[src/rtl/fetch_stage_if.sv]
// Instruction-memory request/response bus between the fetch stage (master) and imem (slave).
// Single outstanding request: req/addr are level-held until a valid response returns.
interface fetch_stage_if;
  logic        req;
  logic [7:0]  addr;
  logic [15:0] rdata;
  logic        valid;

  modport master (
    output req,
    output addr,
    input  rdata,
    input  valid
  );

  modport slave (
    input  req,
    input  addr,
    output rdata,
    output valid
  );
endinterface

[src/rtl/fetch_stage.sv]
// Instruction-fetch stage: owns the PC, runs the imem handshake, absorbs stalls and redirects.
// Optional feature macro: FETCH_HALT_EN (fetch stops after delivering HALT_WORD).
//
// state   | meaning
// --------+---------------------------------------------------------------
// S_IDLE  | out of reset, no request yet
// S_FETCH | request outstanding at r_addr, waiting for imem valid
// S_DRAIN | redirect taken while a request was in flight; drop its response
// S_HOLD  | fetched word parked in hold buffer while pipeline is stalled
// S_HALT  | halt word delivered, no requests until redirect (FETCH_HALT_EN)
module fetch_stage #(
  parameter logic [7:0]  RESET_PC  = 8'h00,
  parameter logic [15:0] HALT_WORD = 16'hFFFF
) (
  input  logic          i_clk,
  input  logic          i_rst,
  input  logic          i_stall,
  input  logic          i_redirect,
  input  logic [7:0]    i_redirect_pc,
  fetch_stage_if.master imem,
  output logic [15:0]   o_ins_out,
  output logic          o_bubble_en,
  output logic [7:0]    o_pc_out,
  output logic          o_halted
);

`ifdef FETCH_HALT_EN
  typedef enum logic [2:0] {S_IDLE, S_FETCH, S_DRAIN, S_HOLD, S_HALT} state_t;
`else
  typedef enum logic [2:0] {S_IDLE, S_FETCH, S_DRAIN, S_HOLD} state_t;
`endif

  state_t      r_state;
  state_t      w_state_nxt;
  logic [7:0]  r_pc;
  logic [7:0]  w_pc_nxt;
  logic [7:0]  w_pc_inc;
  logic        r_req;
  logic        w_req_nxt;
  logic [7:0]  r_addr;
  logic [7:0]  w_addr_nxt;
  logic [15:0] r_ins;
  logic        r_bubble;
  logic [7:0]  r_pc_out;
  logic [15:0] r_hold_buf;
  logic [15:0] w_hold_buf_nxt;
  logic        r_hold_vld;
  logic        w_hold_vld_nxt;
  logic        w_dlv;
  logic [15:0] w_dlv_word;

`ifdef FETCH_HALT_EN
  logic        r_halted;
  logic        w_halted_nxt;
  assign o_halted = r_halted;
`else
  logic        w_unused_halt_word;
  assign w_unused_halt_word = ^HALT_WORD;
  assign o_halted           = 1'b0;
`endif

  assign w_pc_inc    = r_pc + 8'd1;
  assign imem.req    = r_req;
  assign imem.addr   = r_addr;
  assign o_ins_out   = r_ins;
  assign o_bubble_en = r_bubble;
  assign o_pc_out    = r_pc_out;

  always_comb begin
    w_state_nxt    = r_state;
    w_pc_nxt       = r_pc;
    w_req_nxt      = r_req;
    w_addr_nxt     = r_addr;
    w_hold_buf_nxt = r_hold_buf;
    w_hold_vld_nxt = r_hold_vld;
    w_dlv          = 1'b0;
    w_dlv_word     = 16'h0000;
`ifdef FETCH_HALT_EN
    w_halted_nxt   = r_halted;
`endif

    if (i_redirect) begin
      // r_pc carries the redirect target; r_addr keeps the in-flight address while draining
      w_pc_nxt       = i_redirect_pc;
      w_hold_vld_nxt = 1'b0;
`ifdef FETCH_HALT_EN
      w_halted_nxt   = 1'b0;
`endif
      if (r_req && !imem.valid) begin
        w_state_nxt = S_DRAIN;
      end else begin
        w_state_nxt = S_FETCH;
        w_req_nxt   = 1'b1;
        w_addr_nxt  = i_redirect_pc;
      end
    end else begin
      case (r_state)
        S_IDLE: begin
          w_state_nxt = S_FETCH;
          w_req_nxt   = 1'b1;
          w_addr_nxt  = r_pc;
        end
        S_FETCH: begin
          if (imem.valid) begin
            if (i_stall) begin
              w_state_nxt    = S_HOLD;
              w_req_nxt      = 1'b0;
              w_hold_buf_nxt = imem.rdata;
              w_hold_vld_nxt = 1'b1;
            end else begin
              w_dlv      = 1'b1;
              w_dlv_word = imem.rdata;
              w_pc_nxt   = w_pc_inc;
              w_req_nxt  = 1'b1;
              w_addr_nxt = w_pc_inc;
            end
          end
        end
        S_DRAIN: begin
          if (imem.valid) begin
            w_state_nxt = S_FETCH;
            w_req_nxt   = 1'b1;
            w_addr_nxt  = r_pc;
          end
        end
        S_HOLD: begin
          if (!i_stall && r_hold_vld) begin
            w_dlv          = 1'b1;
            w_dlv_word     = r_hold_buf;
            w_hold_vld_nxt = 1'b0;
            w_pc_nxt       = w_pc_inc;
            w_state_nxt    = S_FETCH;
            w_req_nxt      = 1'b1;
            w_addr_nxt     = w_pc_inc;
          end
        end
`ifdef FETCH_HALT_EN
        S_HALT: begin
          w_req_nxt = 1'b0;
        end
`endif
        default: begin
          w_state_nxt = S_IDLE;
          w_req_nxt   = 1'b0;
        end
      endcase
    end

`ifdef FETCH_HALT_EN
    // the halt word itself still goes down the pipe; only further fetches stop
    if (w_dlv && (w_dlv_word == HALT_WORD)) begin
      w_state_nxt  = S_HALT;
      w_req_nxt    = 1'b0;
      w_halted_nxt = 1'b1;
    end
`endif
  end

  always_ff @(posedge i_clk) begin
    if (!i_rst) begin
      r_state    <= S_IDLE;
      r_pc       <= RESET_PC;
      r_req      <= 1'b0;
      r_addr     <= RESET_PC;
      r_hold_buf <= 16'h0000;
      r_hold_vld <= 1'b0;
      r_ins      <= 16'h0000;
      r_bubble   <= 1'b1;
      r_pc_out   <= 8'h00;
    end else begin
      r_state    <= w_state_nxt;
      r_pc       <= w_pc_nxt;
      r_req      <= w_req_nxt;
      r_addr     <= w_addr_nxt;
      r_hold_buf <= w_hold_buf_nxt;
      r_hold_vld <= w_hold_vld_nxt;
      if (w_dlv) begin
        r_ins    <= w_dlv_word;
        r_pc_out <= r_pc;
        r_bubble <= 1'b0;
      end else begin
        r_ins    <= 16'h0000;
        r_bubble <= 1'b1;
      end
    end
  end

`ifdef FETCH_HALT_EN
  always_ff @(posedge i_clk) begin
    if (!i_rst) begin
      r_halted <= 1'b0;
    end else begin
      r_halted <= w_halted_nxt;
    end
  end
`endif

endmodule

[src/flat_wrapper.sv]
// flat-port wrapper written by rule: the top's interface ports become plain ports
module fetch_stage_flat 
#(
  parameter logic [7:0]  RESET_PC  = 8'h00,
  parameter logic [15:0] HALT_WORD = 16'hFFFF
)
  (i_clk, i_rst, i_stall, i_redirect, i_redirect_pc, o_ins_out, o_bubble_en, o_pc_out, o_halted, imem_req, imem_addr, imem_rdata, imem_valid);
  fetch_stage_if imem_i ();
  input  logic i_clk;
  input  logic i_rst;
  input  logic i_stall;
  input  logic i_redirect;
  input  logic [7:0] i_redirect_pc;
  output logic [15:0] o_ins_out;
  output logic o_bubble_en;
  output logic [7:0] o_pc_out;
  output logic o_halted;
  output wire logic [$bits(imem_i.req)-1:0] imem_req;
  output wire logic [$bits(imem_i.addr)-1:0] imem_addr;
  input wire logic [$bits(imem_i.rdata)-1:0] imem_rdata;
  input wire logic [$bits(imem_i.valid)-1:0] imem_valid;
  assign imem_req = imem_i.req;
  assign imem_addr = imem_i.addr;
  assign imem_i.rdata = imem_rdata;
  assign imem_i.valid = imem_valid;
  fetch_stage #(.RESET_PC(RESET_PC), .HALT_WORD(HALT_WORD)) u_core (.i_clk(i_clk), .i_rst(i_rst), .i_stall(i_stall), .i_redirect(i_redirect), .i_redirect_pc(i_redirect_pc), .imem(imem_i), .o_ins_out(o_ins_out), .o_bubble_en(o_bubble_en), .o_pc_out(o_pc_out), .o_halted(o_halted));
endmodule
[config.mk]
export PLATFORM = sky130hd
export DESIGN_NAME = fetch_stage_flat
export DESIGN_NICKNAME = d
export VERILOG_FILES = /design/src/rtl/fetch_stage_if.sv /design/src/rtl/fetch_stage.sv /design/src/flat_wrapper.sv
export SDC_FILE = /design/constraint.sdc
export NUM_CORES = 1
export LEC_CHECK = 0
export ABC_AREA = 1
export BUFFER_PORTS_ARGS = -buffer_cell sky130_fd_sc_hd__buf_2
export CAP_MARGIN = 15
export CORE_MARGIN = 3
export CORE_UTILIZATION = 53
export DETAILED_ROUTE_END_ITERATION = 8
export PLACE_DENSITY = 0.79
export SKIP_CTS_REPAIR_TIMING = 1
export SLEW_MARGIN = 20
export SYNTH_ARGS = -nofsm -noshare
export SYNTH_HDL_FRONTEND = slang
export SYNTH_SLANG_ARGS = --single-unit
[constraint.sdc]
create_clock -name i_clk -period 1.7 [get_ports i_clk]
set_input_delay 0.17 -clock i_clk [delete_from_list [all_inputs] [get_ports i_clk]]
set_output_delay 0.17 -clock i_clk [all_outputs]
set_load 0.01 [all_outputs]
==> flow_metrics.env <==
export IMPL_status="finished, final reports clean"
export IMPL_end_kind="flop"
export IMPL_pwr_share_clk_pct=40.6
export IMPL_critPathMaxFanout=12
export IMPL_wl_um=6320
export IMPL_clkLatencyLatePin_ns=0.34
export IMPL_final_util_pct=68.2
export IMPL_clk_path_buf_depth=2
export IMPL_dieArea_mm2=0.00600
export IMPL_worstMarginPinSlew_ns=0.515
export IMPL_diodes=0
export IMPL_finalCritPeriodShare_pct=90.5
export IMPL_antenna_found_initial=0
export IMPL_p_leak_nw=1.60
export IMPL_fp_coreArea_mm2=0.00482
export IMPL_path_clk_slew_ns=0.07
export IMPL_cts_buffers_inserted=9
export IMPL_syn_to_final_growth_pct=21.3
export IMPL_comb_power_share_pct=14.3
export IMPL_power_switching_uw=932
export IMPL_die_w_um=77.5
export IMPL_ir_worst_vdd_v=0.000662
export IMPL_setup_viol=0
export IMPL_max_freq_mhz=650
export IMPL_pre_cts_ws_ns=0.0721
export IMPL_stdcell_area_mm2=0.00329
export IMPL_grt_overflow=0
export IMPL_placed_area_mm2=0.00306
export IMPL_grt_pass1_vias=2571
export IMPL_p_sw_share_pct=26.6
export IMPL_place_gp_congestion=0.953
export IMPL_slew_headroom_pct=65.6
export IMPL_start_util_pct=56.2
export IMPL_r2r_start="u_core.r_state[1]"
export IMPL_ys_ff_latch=61
export IMPL_drc_errors=0
export IMPL_grt_pass1_wl_um=11000
export IMPL_drt_pass1_iter_count=5
export IMPL_power_density_mw_per_mm2=1070
export IMPL_pwr_share_seq_pct=45.0
export IMPL_cts_tree="yes"
export IMPL_ys_warn_count=0
export IMPL_hold_viol_final=0
export IMPL_syn_nets=395
export IMPL_whs_ns=0.0670
export IMPL_maxSlewViolCount=0
export IMPL_routed_via_density=5.13
export IMPL_io_pins=64
export IMPL_yosys_cell_types_count=29
export IMPL_cts_root_buf="clkbuf_8"
export IMPL_postSynthCellCount=365
export IMPL_fin_crit_ns=1.54
export IMPL_drv_cap=0
export IMPL_setup_slack_ns=0.162
export IMPL_cts_num_sinks=61
export IMPL_worstHoldStart="imem_rdata[12]"
export IMPL_wl_per_cell_um=12.5
export IMPL_drive_gt1_share_pct=24.3
export IMPL_start_kind="flop"
export IMPL_final_common_cell="nor2_1"
export IMPL_syn_area_mm2=0.00271
export IMPL_rsz0062_at_grt="no"
export IMPL_antenna_left=0
export IMPL_dpl_hpwl_um=4520
export IMPL_yosysSeqAreaShare_pct=45.1
export IMPL_crit_type="reg -> reg"
export IMPL_drt_first_iter_violations=192
export IMPL_setup_tns_ns=0
export IMPL_p_int_mw=2.57
export IMPL_htree_levels=3
export IMPL_critPathLaunch="u_core.r_state[1]"
export IMPL_cp_required_ns=1.93
export IMPL_grt_total_usage_pct=22.5
export IMPL_grt_max_degree=22
export IMPL_fp_dieH_um=77.5
export IMPL_vias=2584
export IMPL_fin_nets=462
export IMPL_row_count=25
export IMPL_placement_io_buffers=62
export IMPL_final_cell_mix="nor2_1, buf_2, nand2_1, dfxtp_1"
export IMPL_clock_skew_final_ns=0.00686
export IMPL_hold_class="in -> reg"
export IMPL_syn_area_per_cell_um2=7.42
export IMPL_critPathArrivalTime_ns=1.77
synth_stat cells, drive strengths merged:
cell     n  area, um^2
nand2   65         262
o21ai   37         208
nand3   23         130
a211oi   1        7.51
clkbuf   3        11.3
inv     34         128
a22oi   16         120
nand4    2        12.5
ha       1        12.5
xnor2    2        17.5
a21boi   1        7.51
dfxtp   61        1220
a311oi   1        8.76
o211ai   1        7.51
conb     1        3.75
xor2     2        17.5
o21bai   1        7.51
buf     14         113
nor2    84         338
a21oi   15        75.1
power groups by stage:
stage | sequential [mW] | combinational, mW | clock (mW)
2_1_floorplan | 1.62 | 0.328 | 0
3_3_place_gp | 1.60 | 0.492 | 0
3_5_place_dp | 1.61 | 0.498 | 0
4_1_cts | 1.58 | 0.503 | 1.45
5_1_grt | 1.59 | 0.571 | 1.51
6_report | 1.58 | 0.502 | 1.42
critical path, cell delays in order (launching register included):
cell and delay [ns]:
dfxtp_1 0.35, inv_1 0.12, nand2_2 0.09, nor2_1 0.21, nand2_1 0.10, nand3_2 0.19, inv_1 0.15, o21ai_0 0.17
nor2_1 0.06
flip-flops by register name, indices dropped and copies added, names as in the netlist, 2 cells and up:
| register | cells |
|---|---|
| u_core.imem.addr | 8 |
| u_core.r_pc | 8 |
| u_core.r_state | 2 |
| u_core.r_hold_buf | 16 |
| u_core.o_ins_out | 16 |
| u_core.o_pc_out | 8 |
metrics by stage:
stage / instances / power [mW]
2_1_floorplan: 365 / 1.95
3_3_place_gp: 488 / 2.10
3_5_place_dp: 488 / 2.10
4_1_cts: 504 / 3.53
5_1_grt: 504 / 3.67
6_report: 504 / 3.50
logic make-up after synthesis:
group	count (synthesis)	share of synthesized area, %
simple gates	174	27.4
compound gates	73	16.3
flops	61	45.1
buf+inv	51	9.29
xor+xnor	4	1.29
fa+ha+maj	1	0.462
other cells	1	0.138
path summary, 6_finish.rpt:
kind | to | slack (ns) | cells after the start
worst min-delay path | u_core.r_hold_buf[12] | 0.07 | 3
worst max-delay path | u_core.r_pc[6] | 0.16 | 8
worst max register to register | u_core.r_pc[6] | 0.16 | 8
worst min register to register | u_core.o_pc_out[4] | 0.49 | 2
cell type report:
class	count	area [um^2]
clock buffers	10	138
clock inverters	6	86.3
fillers	443	1530
inverters	34	128
multi-input cells	253	1230
flip-flops and latches	61	1220
well taps	67	83.8
repair buffers	73	393
routing by layer:
layer  global-route usage (%)  vias to the layer above  part of all wire [%]
met5                        0                        -                     0
met4                     8.19                        0                   1.6
met3                     6.73                       13                   7.1
met2                     39.6                      101                    49
met1                     25.8                     1164                    43
li1                         -                     1306                     -
(Power assumes the default switching activity.)
